===== src/rtl/abm_burst_scheduler.sv =====
// Splits one long AXI read/write transfer into INCR bursts that respect the
// maximum burst length and the BOUNDARY address line, then sequences them.
module abm_burst_scheduler #(
  parameter int ADDR_W        = 32,
  parameter int DATA_W        = 128,
  parameter int MAX_BURST_LEN = 256,
  parameter int BOUNDARY      = 4096,
  parameter int BEATS_W       = 16,
  parameter int ABORT_ON_ERR  = 1
) (
  input  logic              clk,
  input  logic              reset,
  input  logic              xfer_valid,
  output logic              xfer_ready,
  input  logic              xfer_op,
  input  logic [ADDR_W-1:0] xfer_addr,
  input  logic [BEATS_W-1:0] xfer_beats,
  output logic              xfer_done,
  output logic [1:0]        xfer_status,
  output logic              busy,
  output logic [BEATS_W-1:0] bursts_issued,
  output logic              cmd_start_req,
  input  logic              cmd_start_ack,
  output logic              axi_cmd_op,
  output logic [ADDR_W-1:0] axi_cmd_address,
  output logic [7:0]        axi_cmd_burst_len_in,
  input  logic              burst_done,
  input  logic [1:0]        burst_status
);

  localparam int BPB     = DATA_W / 8;
  localparam int BPB_LOG = $clog2(BPB);
  localparam int BND_LOG = $clog2(BOUNDARY);
  localparam int NW      = BEATS_W + 1;
  localparam int CW      = (BND_LOG + 1 > NW) ? BND_LOG + 1 : NW;

  localparam logic [2:0] S_IDLE = 3'd0;
  localparam logic [2:0] S_CALC = 3'd1;
  localparam logic [2:0] S_REQ  = 3'd2;
  localparam logic [2:0] S_WAIT = 3'd3;
  localparam logic [2:0] S_DONE = 3'd4;

  logic [2:0]         state_q, state_d;
  logic               op_q, op_d;
  logic [ADDR_W-1:0]  addr_q, addr_d;
  logic [BEATS_W-1:0] rem_q, rem_d;
  logic [NW-1:0]      n_q, n_d;
  logic [ADDR_W-1:0]  cmd_addr_q, cmd_addr_d;
  logic [7:0]         len_q, len_d;
  logic [1:0]         status_q, status_d;
  logic [BEATS_W-1:0] bursts_q, bursts_d;

  logic [CW-1:0]      off_w, to_bnd, n_calc;
  logic [ADDR_W-1:0]  addr_step;
  logic [BEATS_W-1:0] rem_after;

  function automatic logic [CW-1:0] min3(input logic [CW-1:0] a,
                                         input logic [CW-1:0] b,
                                         input logic [CW-1:0] c);
    logic [CW-1:0] m;
    m = (a < b) ? a : b;
    return (m < c) ? m : c;
  endfunction

  // Address is BPB-aligned, so the distance to the line is an exact beat count.
  always_comb begin
    off_w     = CW'(addr_q[BND_LOG-1:0]);
    to_bnd    = (CW'(BOUNDARY) - off_w) >> BPB_LOG;
    n_calc    = min3(CW'(rem_q), CW'(MAX_BURST_LEN), to_bnd);
    addr_step = ADDR_W'(n_q) << BPB_LOG;
    rem_after = rem_q - n_q[BEATS_W-1:0];
  end

  always_comb begin
    state_d    = state_q;
    op_d       = op_q;
    addr_d     = addr_q;
    rem_d      = rem_q;
    n_d        = n_q;
    cmd_addr_d = cmd_addr_q;
    len_d      = len_q;
    status_d   = status_q;
    bursts_d   = bursts_q;
    case (state_q)
      S_IDLE: begin
        if (xfer_valid) begin
          op_d     = xfer_op;
          addr_d   = xfer_addr & ~ADDR_W'(BPB - 1);
          rem_d    = xfer_beats;
          status_d = 2'b00;
          bursts_d = '0;
          state_d  = (xfer_beats == '0) ? S_DONE : S_CALC;
        end
      end
      S_CALC: begin
        n_d        = n_calc[NW-1:0];
        len_d      = 8'(n_calc - CW'(1));
        cmd_addr_d = addr_q;
        state_d    = S_REQ;
      end
      S_REQ: begin
        if (cmd_start_ack) begin
          bursts_d = bursts_q + 1'b1;
          state_d  = S_WAIT;
        end
      end
      S_WAIT: begin
        if (burst_done) begin
          if (status_q == 2'b00 && burst_status != 2'b00) status_d = burst_status;
          addr_d = addr_q + addr_step;
          rem_d  = rem_after;
          if (rem_after == '0 || (ABORT_ON_ERR != 0 && burst_status != 2'b00))
            state_d = S_DONE;
          else
            state_d = S_CALC;
        end
      end
      S_DONE:  state_d = S_IDLE;
      default: state_d = S_IDLE;
    endcase
  end

  always_ff @(posedge clk or posedge reset) begin
    if (reset) begin
      state_q    <= S_IDLE;
      op_q       <= 1'b0;
      addr_q     <= '0;
      rem_q      <= '0;
      n_q        <= '0;
      cmd_addr_q <= '0;
      len_q      <= '0;
      status_q   <= 2'b00;
      bursts_q   <= '0;
    end else begin
      state_q    <= state_d;
      op_q       <= op_d;
      addr_q     <= addr_d;
      rem_q      <= rem_d;
      n_q        <= n_d;
      cmd_addr_q <= cmd_addr_d;
      len_q      <= len_d;
      status_q   <= status_d;
      bursts_q   <= bursts_d;
    end
  end

  assign xfer_ready           = (state_q == S_IDLE);
  assign busy                 = (state_q != S_IDLE);
  assign xfer_done            = (state_q == S_DONE);
  assign cmd_start_req        = (state_q == S_REQ);
  assign xfer_status          = status_q;
  assign bursts_issued        = bursts_q;
  assign axi_cmd_op           = op_q;
  assign axi_cmd_address      = cmd_addr_q;
  assign axi_cmd_burst_len_in = len_q;

endmodule

===== config.mk =====
export PLATFORM = sky130hd
export DESIGN_NAME = abm_burst_scheduler
export DESIGN_NICKNAME = d
export VERILOG_FILES = /design/src/rtl/abm_burst_scheduler.sv
export SDC_FILE = /design/constraint.sdc
export NUM_CORES = 1
export LEC_CHECK = 0
export ABC_AREA = 1
export BUFFER_PORTS_ARGS = -buffer_cell sky130_fd_sc_hd__buf_2
export CORE_ASPECT_RATIO = 0.5
export CORE_UTILIZATION = 61
export DETAILED_ROUTE_END_ITERATION = 8
export PLACE_DENSITY = 0.91
export SETUP_SLACK_MARGIN = 0.5
export SYNTH_ARGS = -nofsm -noshare
export SYNTH_HDL_FRONTEND = slang
export SYNTH_SLANG_ARGS = --single-unit

===== constraint.sdc =====
create_clock -name clk -period 6.35 [get_ports clk]
set_clock_uncertainty 0.15 [all_clocks]
set_input_delay 0.635 -clock clk [delete_from_list [all_inputs] [get_ports clk]]
set_output_delay 0.635 -clock clk [all_outputs]
set_load 0.05 [all_outputs]

Word-level counts from Yosys, hierarchy flattened
Index checks and enable logic that the tools add are counted.
{"block": "totals", "regBits": 126, "latchBits": 0, "ramBits": 0, "mem_bits_ro": 0, "inputBits": 56, "output_inout_bits": 63, "word_cells": 60, "memories": 0}
{"block": "op_classes", "n_addsub": 5, "n_mul": 0, "div_mod_pow": 0, "magnitude_cmp": 2, "eq_ne": 8, "n_shift": 0, "mux": 21, "bitwise_logic": 0, "n_reduce_logical": 15}
{"operator": "$mux 16", "n": 6}
{"operator": "$mux 32", "n": 2}
{"operator": "$pmux 16 s2", "n": 2}
{"operator": "$pmux 32 s2", "n": 1}
{"operator": "$add 32x20->32", "n": 1}
{"operator": "$logic_not 16->1", "n": 2}
{"operator": "$add 16x1->16 const B", "n": 1}
{"operator": "$lt 16x13->1", "n": 1}
{"operator": "$lt 16x9->1 const B", "n": 1}
{"operator": "$sub 16x16->16", "n": 1}
{"operator": "$mux 3", "n": 5}
{"operator": "$sub 13x12->14 const A", "n": 1}
{"operator": "$pmux 3 s4", "n": 1}
{"operator": "$reduce_and 3->1", "n": 3}
{"operator": "$sub 8x1->8 const B", "n": 1}
{"operator": "$eq 3x2->1 const B", "n": 2}
{"operator": "$mux 2", "n": 3}
{"operator": "$ne 2x2->1 const B", "n": 3}
{"operator": "$reduce_bool 2->1", "n": 3}
{"operator": "$pmux 2 s2", "n": 1}
{"operator": "$reduce_and 4->1", "n": 1}
{"operator": "$eq 3x1->1 const B", "n": 1}
{"operator": "$eq 3x3->1 const B", "n": 1}
{"operator": "$logic_not 3->1", "n": 1}
{"operator": "other kinds (6)", "n": 6}

Depth between registers and ports, before layout
Gate-level depths: netlist of the first run.
{"block": "logic_depth", "ltp_word": 6, "depth_mapped": 24, "depth_no_buf": 23}

Worst setup path before layout of the first run
Ideal clock, no wire load.
{"block": "synth_path", "path_kind": "register -> register", "startpoint": "register addr_q[6]", "endpoint": "register len_q[6] (netlist: axi_cmd_burst_len_in[6])", "setup_ns": 0.125, "t_arrival_ns": 3.086, "required_time_ns": 6.075, "path_slack_ns": 2.989, "path_stages_with_launch": 23, "path_buffers": 1, "period_less_slack_ns": 3.361, "path_cell_list": "dfrtp_1 -> nor3_1 -> inv_1 -> nor3_1 -> nand2_1 -> nor2_1 -> xor2_1 -> inv_1 -> ha_1 -> nand2_1 -> nor2_1 -> a211oi_1 -> nand2_2 -> nand2_4 -> nand2_4 -> buf_12 -> o21ai_2 -> inv_2 -> ha_1 -> nand2_1 -> inv_1 -> nand3_1 -> nand3_1"}
{"block": "synth_between", "elab_chain_len": 4}
{"item": "from (decl)", "line": "45", "rtl": "logic [ADDR_W-1:0] addr_q, addr_d;"}
{"item": "from (signal assigned)", "line": "137", "rtl": "addr_q <= addr_d;"}
{"item": "$sub 13x12->14 *", "line": "68", "rtl": "to_bnd = (CW'(BOUNDARY) - off_w) >> BPB_LOG;"}
{"item": "$lt 16x13->1", "line": "62", "rtl": "return (m < c) ? m : c;"}
{"item": "$mux 16 *", "line": "62"}
{"item": "$sub 8x1->8 *", "line": "97", "rtl": "len_d = 8'(n_calc - CW'(1));"}
{"item": "to (signal assigned)", "line": "141", "rtl": "len_q <= len_d;"}
{"item": "to (decl)", "line": "49", "rtl": "logic [7:0] len_q, len_d;"}
Every way passes the cells marked *; elsewhere a longest branch is shown, timed or not.
A chain may end at the register's enable or synchronous reset.

Final worst setup path of the first run
Same ends and word-level chain as after synthesis.

==> results.py, run 1 <==
metrics = {
    "place": {
        "dp_hpwl_um": 14400,
        "place_area_mm2": 0.00828,
        "pre_cts_slack_ns": 2.51,
        "place_inst": 1260,
        "gp_congestion": 0.923,
        "portBuffers": 110,
    },
    "pwr": {
        "seq_power_share_pct": 24.1,
        "p_int_mw": 2.57,
        "clock_power_share_pct": 17.8,
        "vdd_drop_max_mv": 0.301,
        "power_density_mw_per_mm2": 613,
        "pwr-share-comb_pct": 58.0,
        "leakage_nw": 4.47,
        "p_sw_mw": 2.87,
        "switching_share_pct": 52.8,
        "p_total_mw": 5.44,
    },
    "detailed_routing": {
        "wl_um": 20600,
        "wire_per_inst_um": 16.0,
        "postRouteAntennaNets": 0,
        "via_per_inst": 5.83,
        "vias": 7537,
        "route.detailed.drc": 0,
        "initialDrtViolationCount": 885,
        "first_pass_iters": 6,
    },
    "clock_network": {
        "cts_tree": "built",
        "h-tree-depth": 4,
        "cts_buffer_depth": 2,
        "clock_latency_ns": 0.43,
        "clk_pin_slew_ns": 0.06,
        "cts_inserted_buffers": 17,
        "cts_root_buf": "clkbuf_16",
        "postCtsHoldBufs": 0,
        "cts_resized": 0,
        "cts_setup_buffers": 0,
        "cts.sinks": 118,
    },
    "logic_synthesis": {
        "avgSynthCellArea_um2": 7.54,
        "synth_largest_area_cell": "dfrtp_1",
        "ys_top_cells_by_area": "dfrtp_1 39%, nand2_1 11%, o21ai_0 7.1%, ha_1 6.9%, inv_1 5.6%",
        "ys_ff_latch": 118,
        "netlist_instances": 1011,
        "ys.flop_type": "dfrtp_1",
        "yosysWarningCount": 0,
        "async_flop_share_pct": 100,
        "synth_cell_types": 46,
        "synth.top_cells.by_count": "217 x nand2_1, 118 x dfrtp_1, 114 x inv_1",
        "synth_top_area_share_pct": 38.7,
        "synth-edff-count": 0,
        "seq_area_frac_synth_pct": 38.7,
        "syn_area_mm2": 0.00763,
        "synth.most_common_cell": "nand2_1",
    },
    "sta": {
        "drv_slew": 0,
        "finalCritPeriodShare_pct": 62.6,
        "hold_viol": 0,
        "worst_slew_pin_slew_ns": 0.988,
        "min_period_ns": 3.98,
        "whs_ns": 0.0978,
        "tns_ns": 0,
        "rsz0062_at_grt": "false",
        "slew_headroom_pct": 34.1,
        "finalSetupViolCount": 0,
        "worst_slack_ns": 2.37,
        "fmax_mhz": 251,
    },
    "final_layout": {
        "multi_input_area_mm2": 0.00409,
        "finish.utilization_pct": 74.0,
        "design_area_mm2": 0.00886,
        "diodes": 0,
        "regArea_mm2": 0.00295,
        "fin_nets": 1214,
        "drive_gt1_share_pct": 16.1,
        "area_growth_pct": 16.2,
        "final-instance-count-excl-fill": 1292,
        "fill_cells": 908,
    },
    "flow_run": {
        "cap_viol_max_count": 0,
    },
    "global_routing": {
        "grt_util_met2_pct": 54.5,
        "grt_pass1_wl_um": 33200,
        "top_usage_layer": "met2",
        "antenna_found_initial": 0,
        "grt_util_met3_pct": 6.44,
        "grt_pass1_vias": 6850,
        "grt_max_degree": 79,
        "grtUsageMet1_pct": 43.8,
        "grt-ovfl-total": 0,
        "grtUsageTotal_pct": 32.7,
    },
    "setup_path": {
        "cp.arrival_ns": 4.14,
        "endpoint_kind": "flop",
        "r2r_cells": 21,
        "crit_fanout": 11,
        "critPathKind": "reg -> reg",
        "crit_required_ns": 6.51,
        "crit_path_start_kind": "flop",
    },
    "die": {
        "ios": 119,
        "die_area_mm2": 0.0130,
        "num_rows": 28,
        "coreArea_mm2": 0.0120,
        "initial_core_util_pct": 63.6,
        "die_h_um": 81.1,
        "die_x_um": 160,
    },
    "status": {
        "outcome": "finished, final reports clean",
    },
    "min_path": {
        "min_path_type": "in -> async",
    },
}
## logic make-up after synthesis
family	synth area share, %
AOI/OAI and AO/OA	17.0
xor gates and xnor gates	3.22
adders and majority gates	7.42
buffers and inverters	7.91
DFF	38.7
other	0.0492
and+or+nand+nor	25.7
## critical path, stage by stage, from the launching register on
cell	delay [ns]
dfrtp_1	0.45
nor3_1	0.29
inv_1	0.07
nor3_1	0.23
nand2_1	0.09
nor2_1	0.13
xor2_1	0.37
inv_1	0.09
ha_1	0.30
nand2_1	0.08
nor2_1	0.05
a211oi_1	0.22
nand2_2	0.12
nand2_4	0.12
nand2_4	0.14
o21ai_2	0.32
inv_2	0.07
ha_1	0.21
nand2_1	0.11
inv_1	0.08
nand3_1	0.08
nand3_1	0.08
## flip-flops by register name, summed over array words and instances, names as in the netlist
signal and count:
axi_cmd_address 28, bursts_issued 16, axi_cmd_op 1, axi_cmd_burst_len_in 8, rem_q 16, xfer_status 2
addr_q 28, n_q 16, state_q 3
## path summary, 6_finish.rpt
path                                     startpoint                 endpoint  slack, ns
min in group clk                            xfer_op               axi_cmd_op       0.27
worst min register to register  axi_cmd_address[10]      axi_cmd_address[10]       0.33
max in group asynchronous                     reset                addr_q[4]       4.58
worst max register to register            addr_q[6]  axi_cmd_burst_len_in[6]       2.37
worst min-delay path                          reset      axi_cmd_address[26]        0.1
worst max-delay path                      addr_q[6]  axi_cmd_burst_len_in[6]       2.37
## cell type report
cell class / count / area share (%)
inverter: 118 / 5.02
tap: 165 / 2.33
multi-input combinational: 744 / 46.1
timing repair buffer: 115 / 6.63
clock buffer: 17 / 4.80
sequential: 118 / 33.3
clock inverter: 15 / 1.78
## power groups by stage
stage	registers, mW	clock network, mW	logic, mW
finish	1.31	0.971	3.16
global route	1.35	1.00	3.49
CTS	1.30	0.970	3.11
floorplan	1.68	0	2.01
global placement	1.29	0	2.98
detailed placement	1.31	0	3.07
## cell usage in the layout (no fill, tap or decap), drive strengths merged, types with 3 or more instances in the layout
cell type and instances:
a21oi 63, nand3b 5, o21ai 112, clkinv 4
or4 4, nor3 21, o211ai 26, nor3b 3
xor2 20, buf 115, ha 42, nor2 95
nand2 232, dfrtp 118, o22ai 10, o21bai 5
clkbuf 17, a21o 5, inv 126, a31oi 5
conb 4, xnor2 8, or2 4, nand4 10
nand3 58
## layer usage
metal / share of wire (%) / vias up / routed length, µm
li1: - / 3571 / -
met1: 45 / 3563 / 9320
met2: 45 / 349 / 9380
met3: 7.2 / 54 / 1480
met4: 2.1 / 0 / 438
met5: 0 / - / 0
Note: power is estimated with default switching activity, not from simulation.
==> inputs of run 2 (changes only) <==
--- a/config.mk
+++ b/config.mk
@@ -8,9 +8,9 @@
 export ABC_AREA = 1
 export BUFFER_PORTS_ARGS = -buffer_cell sky130_fd_sc_hd__buf_2
 export CORE_ASPECT_RATIO = 0.5
-export CORE_UTILIZATION = 61
+export CORE_UTILIZATION = 52
 export DETAILED_ROUTE_END_ITERATION = 8
-export PLACE_DENSITY = 0.91
+export PLACE_DENSITY = 0.83
 export SETUP_SLACK_MARGIN = 0.5
 export SYNTH_ARGS = -nofsm -noshare
 export SYNTH_HDL_FRONTEND = slang
==> constraint.sdc (replaced) <==
create_clock -name clk -period 3.45 [get_ports clk]
set_clock_uncertainty 0.15 [all_clocks]
set_input_delay 0.345 -clock clk [delete_from_list [all_inputs] [get_ports clk]]
set_output_delay 0.345 -clock clk [all_outputs]
set_load 0.05 [all_outputs]
==> run 2 against run 1 <==
Core utilization down 6.4 points. Critical path depth is 2 higher. Design area rose by 6.1%. Register-to-register slack worse by 2.2 ns. Die area grew 17%. Sequential share of layout area down 1.9 points. Critical path type unchanged.
==> results.py, run 2 (synthesis gave the netlist of run 1 again) <==
metrics = {
    "detailed_routing": {
        "via_per_inst": 5.68,
        "wire_per_inst_um": 16.0,
        "postRouteAntennaNets": 0,
        "first_pass_iters": 7,
        "wl_um": 21500,
        "vias": 7635,
        "route.detailed.drc": 0,
        "initialDrtViolationCount": 665,
    },
    "clock_network": {
        "cts.sinks": 118,
        "h-tree-depth": 4,
        "clk_pin_slew_ns": 0.06,
        "cts_inserted_buffers": 17,
        "cts_buffer_depth": 2,
        "cts_root_buf": "clkbuf_16",
        "clock_latency_ns": 0.42,
        "cts_tree": "built",
    },
    "die": {
        "num_rows": 30,
        "die_area_mm2": 0.0152,
        "ios": 119,
        "coreArea_mm2": 0.0139,
        "initial_core_util_pct": 54.8,
        "die_x_um": 173,
        "die_h_um": 87.6,
    },
    "setup_path": {
        "endpoint_kind": "flop",
        "critPathKind": "reg -> reg",
        "path_buf_inv": 4,
        "path_cells": "nor3_2 > inv_1 > nor3_4 > nand2_1 > nor2_2 > xor2_2 > inv_2 > ha_4 > nand2_4 > nor2_2 > a211oi_2 > nand2_2 > nand2_4 > nand2_8 > nand2_4 > o21ai_4 > inv_2 > ha_4 > nand2_4 > inv_4 > nand2_2 > nand2_1 > nand3_1",
        "crit_required_ns": 3.61,
        "crit_top_cell": "nand2_4",
        "crit_path_start_kind": "flop",
        "max_stage_delay_ns": 0.43,
        "path_delay_family": "simple AND/OR/NAND/NOR gates",
        "cp.arrival_ns": 3.45,
        "critical-path-slowest-cell": "dfrtp_1",
        "crit_fanout": 6,
    },
    "sta": {
        "fmax_mhz": 304,
        "hold_viol": 0,
        "min_period_ns": 3.29,
        "drv_slew": 0,
        "rsz0062_at_grt": "true",
        "finalSetupViolCount": 0,
        "whs_ns": 0.00916,
        "finalCritPeriodShare_pct": 95.2,
        "worst_slew_pin_slew_ns": 1.09,
        "slew_headroom_pct": 27.2,
    },
    "final_layout": {
        "layout_common_cells": "206 x nand2_1, 117 x dfrtp_1, 110 x buf_2, 108 x inv_1, 104 x o21ai_0",
        "drive_gt1_share_pct": 21.9,
        "fin_nets": 1239,
        "mostFrequentLayoutCell": "nand2_1",
        "diodes": 0,
        "final-instance-count-excl-fill": 1344,
        "area_growth_pct": 23.4,
        "finish.utilization_pct": 67.6,
        "fill_cells": 1096,
    },
    "global_routing": {
        "grt-ovfl-total": 0,
        "grt_pass1_vias": 7069,
        "grt_pass1_wl_um": 33800,
        "grt_max_degree": 79,
        "antenna_found_initial": 0,
        "grtUsageTotal_pct": 28.3,
    },
    "place": {
        "gp_congestion": 0.943,
        "dp_hpwl_um": 14800,
        "portBuffers": 110,
        "place_inst": 1292,
    },
    "pwr": {
        "vdd_drop_max_mv": 0.594,
        "power_density_mw_per_mm2": 1150,
        "leakage_nw": 4.66,
    },
    "min_path": {
        "min_path_type": "in -> async",
    },
    "status": {
        "outcome": "finished, final reports clean",
    },
    "flow_run": {
        "cap_viol_max_count": 0,
    },
}
[run 2: what timing repair did]
item                       CTS  global route
setup endpoints to repair   18            26
gates resized for setup     20            33
hold endpoints to repair     1             0
pin swaps                    7            12
hold buffers                 1             0
setup buffers                8            11
[run 2: layer usage]
metal | track usage, % | wire, µm
met1 | 36.5 | 9510
met2 | 46.2 | 9750
met3 | 7.12 | 1680
met4 | 11.9 | 570
met5 | 0 | 0
[run 2: power by group]
group          switching [mW]  internal, mW  total (mW)  leakage (nW)
clock                   0.729          1.23        1.96         0.306
combinational            4.35          2.06        6.41          2.86
sequential              0.468          1.96        2.43          1.49
total                    5.55          5.25        10.8          4.66
[run 2: layout make-up]
| type | count | area [µm²] | area share (%) |
|---|---|---|---|
| inverter | 118 | 450 | 4.79 |
| clock buffer | 17 | 425 | 4.52 |
| clock inverter | 15 | 214 | 2.27 |
| timing repair buffer | 140 | 798 | 8.49 |
| sequential | 118 | 2950 | 31.4 |
| multi-input combinational | 744 | 4330 | 46.0 |
| tap | 192 | 240 | 2.55 |
[run 2: worst paths after layout]
kind / from / endpoint / slack [ns] / depth (start not counted)
max in group asynchronous: reset / bursts_issued[0] / 2.28 / 3
worst min-delay path: reset / axi_cmd_address[21] / 0.009 / 2
min in group clk: burst_status[0] / xfer_status[0] / 0.03 / 3
worst max register to register: addr_q[5] / axi_cmd_burst_len_in[6] / 0.16 / 23
worst max-delay path: addr_q[5] / axi_cmd_burst_len_in[6] / 0.16 / 23
worst min register to register: axi_cmd_address[19] / axi_cmd_address[19] / 0.33 / 2
[run 2: stage by stage]
stage | power (mW) | TNS (ns) | area (µm²) | setup slack, ns
after global placement | 8.01 | 0 | 8420 | 0.164
after global routing | 11.5 | -0.00289 | 9410 | -0.00289
after detailed placement | 8.19 | 0 | 8420 | 0.0650
after floorplan | 6.85 | 0 | 7690 | 0.401
final | 10.8 | 0 | 9410 | 0.164
after CTS | 10.3 | 0 | 9200 | 0.293
